===== src/rtl/usr_rx_arb.sv =====
// Packet-atomic round-robin merge of two AXI4-Stream Rx flows into one registered stream.
// Grants are issued per packet; beats of different packets never interleave.
module usr_rx_arb #(
    parameter int CNT_W = 32,
    parameter int DW    = 64
) (
    input  logic              m_axis_aclk,
    input  logic              m_axis_aresetn,

    input  logic [DW-1:0]     s0_axis_tdata,
    input  logic [DW/8-1:0]   s0_axis_tkeep,
    input  logic              s0_axis_tvalid,
    input  logic              s0_axis_tlast,
    output logic              s0_axis_tready,

    input  logic [DW-1:0]     s1_axis_tdata,
    input  logic [DW/8-1:0]   s1_axis_tkeep,
    input  logic              s1_axis_tvalid,
    input  logic              s1_axis_tlast,
    output logic              s1_axis_tready,

    output logic [DW-1:0]     m_axis_tdata,
    output logic [DW/8-1:0]   m_axis_tkeep,
    output logic              m_axis_tvalid,
    output logic              m_axis_tlast,
    input  logic              m_axis_tready,

    input  logic              arb_en,
    output logic              busy,
    output logic [CNT_W-1:0]  pkt_cnt0,
    output logic [CNT_W-1:0]  pkt_cnt1
);

    localparam int KW = DW / 8;

    typedef enum logic [1:0] {
        IDLE = 2'd0,
        FWD0 = 2'd1,
        FWD1 = 2'd2
    } state_e;

    state_e             state_q, state_d;
    logic               last_grant_q, last_grant_d;

    logic [DW-1:0]      data_q;
    logic [KW-1:0]      keep_q;
    logic               valid_q;
    logic               tlast_q;

    logic [1:0]         s_valid;
    logic [1:0]         s_ready;
    logic [1:0]         s_last;
    logic [DW-1:0]      s_data [2];
    logic [KW-1:0]      s_keep [2];
    logic [CNT_W-1:0]   cnt_out [2];

    logic               fwd_active;
    logic               fwd_port;
    logic               out_free;
    logic               accept;
    logic               eop;
    logic               grant_vld;
    logic               grant_port;

    assign s_valid   = {s1_axis_tvalid, s0_axis_tvalid};
    assign s_last    = {s1_axis_tlast,  s0_axis_tlast};
    assign s_data[0] = s0_axis_tdata;
    assign s_data[1] = s1_axis_tdata;
    assign s_keep[0] = s0_axis_tkeep;
    assign s_keep[1] = s1_axis_tkeep;

    assign s0_axis_tready = s_ready[0];
    assign s1_axis_tready = s_ready[1];

    assign fwd_active = (state_q != IDLE);
    assign fwd_port   = (state_q == FWD1);
    // The output register can take a beat when empty or when it drains this cycle.
    assign out_free   = ~valid_q | m_axis_tready;
    assign accept     = |(s_valid & s_ready);
    assign eop        = accept & s_last[fwd_port];

    // Both requesting: the port that did not win last time; otherwise the sole requester.
    assign grant_vld  = arb_en & (|s_valid);
    assign grant_port = (&s_valid) ? ~last_grant_q : s_valid[1];

    generate
        for (genvar gi = 0; gi < 2; gi++) begin : g_port
            logic [CNT_W-1:0] cnt_q;

            assign s_ready[gi] = fwd_active & (fwd_port == 1'(gi)) & out_free;

            always_ff @(posedge m_axis_aclk or negedge m_axis_aresetn) begin
                if (!m_axis_aresetn) begin
                    cnt_q <= '0;
                end else if (eop && (fwd_port == 1'(gi))) begin
                    cnt_q <= cnt_q + 1'b1;
                end
            end

            assign cnt_out[gi] = cnt_q;
        end
    endgenerate

    always_comb begin
        state_d      = state_q;
        last_grant_d = last_grant_q;
        case (state_q)
            IDLE: begin
                if (grant_vld) begin
                    state_d      = grant_port ? FWD1 : FWD0;
                    last_grant_d = grant_port;
                end
            end
            FWD0, FWD1: begin
                // Re-arbitrate on the tlast beat so the next packet follows without a bubble.
                if (eop) begin
                    if (grant_vld) begin
                        state_d      = grant_port ? FWD1 : FWD0;
                        last_grant_d = grant_port;
                    end else begin
                        state_d = IDLE;
                    end
                end
            end
            default: state_d = IDLE;
        endcase
    end

    always_ff @(posedge m_axis_aclk or negedge m_axis_aresetn) begin
        if (!m_axis_aresetn) begin
            state_q      <= IDLE;
            last_grant_q <= 1'b1;
        end else begin
            state_q      <= state_d;
            last_grant_q <= last_grant_d;
        end
    end

    always_ff @(posedge m_axis_aclk or negedge m_axis_aresetn) begin
        if (!m_axis_aresetn) begin
            data_q  <= '0;
            keep_q  <= '0;
            tlast_q <= 1'b0;
            valid_q <= 1'b0;
        end else if (accept) begin
            data_q  <= s_data[fwd_port];
            keep_q  <= s_keep[fwd_port];
            tlast_q <= s_last[fwd_port];
            valid_q <= 1'b1;
        end else if (m_axis_tready) begin
            valid_q <= 1'b0;
        end
    end

    assign m_axis_tdata  = data_q;
    assign m_axis_tkeep  = keep_q;
    assign m_axis_tlast  = tlast_q;
    assign m_axis_tvalid = valid_q;
    assign busy          = fwd_active;
    assign pkt_cnt0      = cnt_out[0];
    assign pkt_cnt1      = cnt_out[1];

endmodule


===== config.mk =====
export PLATFORM = sky130hd
export DESIGN_NAME = usr_rx_arb
export DESIGN_NICKNAME = d
export VERILOG_FILES = /design/src/rtl/usr_rx_arb.sv
export SDC_FILE = /design/constraint.sdc
export NUM_CORES = 1
export LEC_CHECK = 0
export ABC_AREA = 1
export CORE_ASPECT_RATIO = 0.5
export CORE_MARGIN = 2
export CORE_UTILIZATION = 25
export DETAILED_ROUTE_END_ITERATION = 6
export SKIP_CTS_REPAIR_TIMING = 1
export SYNTH_ARGS = -nofsm -noshare
export SYNTH_HDL_FRONTEND = slang
export SYNTH_SLANG_ARGS = --single-unit

===== constraint.sdc =====
create_clock -name m_axis_aclk -period 1.7 [get_ports m_axis_aclk]
set_input_delay 0.34 -clock m_axis_aclk [delete_from_list [all_inputs] [get_ports m_axis_aclk]]
set_output_delay 0.34 -clock m_axis_aclk [all_outputs]
set_load 0.02 [all_outputs]

[Word-level counts from Yosys, hierarchy flattened]
Cells that the tools add are included.
W data, S select, Z words.
Storage, ports and cells
  input port bits: 152
  register bits: 141
Cells by class
  reductions and logical operators: 12
  bitwise logic cells: 12
  order comparisons: 2
  equal/unequal tests: 4
  add/sub/neg operators: 2
  muxes and demuxes: 19
Operator list (count)
  $mux W64: 3
  $add A32 B1 Y32 const B: 2
  $mux W8: 3
  $mux W2: 4
  $mux W1: 7
  $and A1 B1 Y1: 6
  $reduce_and A2 Y1: 3
  $reduce_bool A2 Y1: 3
  $reduce_or A2 Y1: 3
  $ne A2 B2 Y1 const B: 2
  $pmux W2 S2: 1
  $not A1 Y1: 3
  $and A2 B2 Y2: 1
  $eq A2 B1 Y1 const B: 1
  $eq A2 B2 Y1 const B: 1
  $ge A2 B2 Y1 const B: 1
  $logic_and A1 B1 Y1: 2
  $logic_not A2 Y1: 1
  $lt A1 B2 Y1 const B: 1
  $not A1 Y2: 1
  $pmux W1 S2: 1
  $or A1 B1 Y1: 1

[Depth between registers and ports, before layout]
  depth in word-level cells: 9
  gate-level depth with buffers: 11
  depth with buffers taken out: 10

[Worst setup path after synthesis]
Ideal clock, no wire load.
  path type: register to output
  start point: reg state_q[0]
  end point: out s0_axis_tready
  setup slack: -119 ps
  cell stages (with the launch flop): 6
  required time: 1360 ps
  arrival time: 1479 ps
  cells stage by stage: dfrtp_1 inv_1 ha_1 buf_4 clkbuf_1 nor3_1
On the way
  longest elaborated chain between the ends: 4
RTL lines
  from (decl): line 42  | state_e state_q, state_d;
  from (signal assigned): line 134  | state_q <= state_d;
  $eq A2 B2 Y1: line 76  | assign fwd_port = (state_q == FWD1);
  $not A1 Y1: line 90  | assign s_ready[gi] = fwd_active & (fwd_port == 1'(gi)) & out_free;
  $and A1 B1 Y1 (*) (2 in a row): line 90
  to (decl): line 14  | output logic s0_axis_tready,
Mark *: on every way between the ends. The rest lies on a longest branch, timed or not.

[Worst setup path after layout]
  start point: reg state_q[1]
  end point: out s0_axis_tready
Same word-level chain as after synthesis.

==> qor.txt <==
first-pass GRT wire length: 39920 um
ys async rst share: 1.000
leakage power: 8.107 nW
ys flop type: dfrtp_1
HP Class: primary input to async pin
area grow syn2layout: 78.54%
global placer's final weighted congestion: 0.8941
Cell Rows: 46
I/O Buffers: 292
largest net degree at the start of global routing: 73
GRT Overall Usage: 0.1544
Final period util: 1.131
cells along the critical path: buf_6 -> ha_4 -> nor3_2 -> buf_4
Min Hold Slack: 0.3290 ns
sequential element share of the synthesized area: 0.4451
I/O Pins: 293
WP depth: 4
Syn Inst Count: 1095
Worst Path Required: 1.36 ns
width of the die: 255.9 um
fmax: 520.2 MHz
total vias in the final route: 8147
CP max stage delay: 0.41 ns
final setup vio count: 125
Routed Antenna Nets: 0
Mapped Avg Cell Area: 7.242 um2
largest area contributor in the synthesized netlist: dfrtp_1
YS warnings: 0
initial antenna violation count: 1
drt drc: 0
crit path max fanout: 4
failing checks: setup timing
Post-Syn Area: 0.007930 mm2
DR iter-0 viols: 595
CTS Buf Count: 17
Hold Vio Cnt, Final: 0
Worst Setup EP: s0_axis_tready
CP top delay family: flip-flops
Power Density: 1359 mW/mm2
die footprint: 0.03325 mm2
GRT overflow: 0
status: complete, but fails checks
Final Net Count: 1613
slack of the critical path: -0.2223 ns
skew final: 0.01061 ns
Worst path slowest cell: dfrtp_1
Setup TNS Final: -10.86 ns
crit path kind: flip-flop to output pin
Slew headroom: 0.7503
RSZ-0062 raised after global routing: yes
r2r endpoint: pkt_cnt0[21]
CP arrival: 1.58 ns
CTS H-tree depth: 4
nature of the critical path startpoint: flip-flop
routed wire length: 29550 um
root buf cell: clkbuf_16
post-layout util: 0.4505
maximum VDD drop: 0.7642 mV
number of global-route vias before repair: 7158
R2R cell count: 11
TritonRoute pass-1 iters: 5
Slew @ Worst Pin: 0.3717 ns
Final min period: 1.922 ns
CP startpoint: state_q[1]
layout cells sized above 1: 0.1997
DP HPWL: 19820 um
Synth area leaders: dfrtp_1 (44%), nand2_1 (20%), inv_1 (5.8%)
Reg-to-Reg Start: state_q[1]
Mapped Nets: 1253
PnR Total Power: 19.24 mW
Die Y: 129.9 um
Initial Util: 0.2523
drt via density: 4.288
core area: 0.03143 mm2
Buf+Inv Stages, Crit Path: 2
most numerous cell in the Yosys netlist: nand2_1
clk_lat worst skew: 0.44 ns
Post-synth EDFFs: 0
Slew Viols, Final: 0
number of buffers on the longest clock path: 2
max cap viols: 0
number of synthesized register bits: 141
clk slew on worst S/H paths: 0.06 ns
WL per Instance: 15.55 um
TritonCTS clock tree: done
Setup Slack @ Placement: -0.4071 ns
clk sinks: 141
count of cell types in the netlist: 31
nature of the critical path endpoint: output pin
post-synth top area share: 0.4418
R2R Setup Slk: -0.20 ns
most frequent cells after synthesis: nand2_1 (418), dfrtp_1 (140), inv_1 (123)
cell type report:
class	instances	area (um2)
fillers	3072	17270
clock buffers	22	474.2
flip-flops and latches	141	3530
repair inverters	7	107.6
multi-input cells	788	4274
clock inverters	9	135.1
well taps	432	540.5
inverters	126	524.3
repair buffers	374	4571
diodes	1	2.502
layout by cell type, fill, tap and decap left out, types with 5 or more instances in the layout:
cell and count:
dlymetal6s2s_1 138, nand2_1 352, o21ai_1 39, buf_4 23
dfrtp_1 140, nand2_4 24, buf_6 19, clkbuf_16 34
xor2_1 23, nor2_4 23, o21ai_2 46, nor2_1 83
nand4_1 7, o21ai_0 61, nand3_1 29, xnor2_1 10
buf_8 6, inv_1 119, clkinv_8 5, buf_12 16
nor2_2 11, nand3b_1 10, nor3_1 5, clkdlybuf4s50_1 150
nand2_2 48
per-layer routing:
metal	vias to the layer above	GRT usage	wire length [um]
li1	4119	-	-
met1	3842	0.1931	13110
met2	165	0.2743	15070
met3	21	0.02855	1004
met4	0	0.04713	367
met5	-	0	0
worst register-to-register path, stage by stage (launching register included):
cell and delay, ns:
dfrtp_1 0.41, buf_6 0.14, ha_4 0.18, buf_4 0.13, buf_6 0.12, nor2_4 0.21, nand2_8 0.12, buf_12 0.17
nor2_4 0.13, nand2_1 0.07, nand2_1 0.07, nand2_1 0.05
sequential cells by signal (all words and copies together) (netlist names):
signal / flops
m_axis_tkeep: 8
m_axis_tvalid: 1
m_axis_tdata: 64
pkt_cnt1: 32
state_q: 2
m_axis_tlast: 1
last_grant_q: 1
pkt_cnt0: 32
worst min path at each step:
| stage | depth (start not counted) | slack (ns) | startpoint | endpoint |
|---|---|---|---|---|
| 2_1_floorplan | 0 | 0.04 | m_axis_aresetn | m_axis_tdata[0] |
| 5_1_grt | 2 | 0.34 | m_axis_aresetn | m_axis_tdata[41] |
| 3_3_place_gp | 1 | 0.21 | m_axis_aresetn | m_axis_tdata[27] |
| 4_1_cts | 1 | -0.26 | m_axis_aresetn | m_axis_tdata[41] |
| 6_report | 2 | 0.33 | m_axis_aresetn | m_axis_tdata[41] |
| 3_5_place_dp | 1 | 0.21 | m_axis_aresetn | m_axis_tdata[41] |
per-stage QoR:
| step | cell area, um2 | cells |
|---|---|---|
| 5_1_grt | 14160 | 1900 |
| 3_5_place_dp | 11590 | 1821 |
| 2_1_floorplan | 7935 | 1095 |
| 6_report | 14160 | 1900 |
| 3_3_place_gp | 11590 | 1821 |
| 4_1_cts | 12200 | 1852 |
cell families after synthesis:
| logic type | after synthesis | synth area share |
|---|---|---|
| AOI/OAI and AO/OA | 149 | 0.09435 |
| xor gates and xnor gates | 34 | 0.03850 |
| adders and majority gates | 6 | 0.009466 |
| buffers and inverters | 166 | 0.09088 |
| DFF | 141 | 0.4451 |
| and+or+nand+nor | 599 | 0.3217 |
report_power, final:
group          switching, mW  internal [mW]  total [mW]
logic                   5.30           4.93        10.2
clock network           1.55           2.42        3.97
registers              0.694           4.35        5.04
total                   7.54           11.7        19.2
Note: power is estimated with default switching activity, not from simulation.
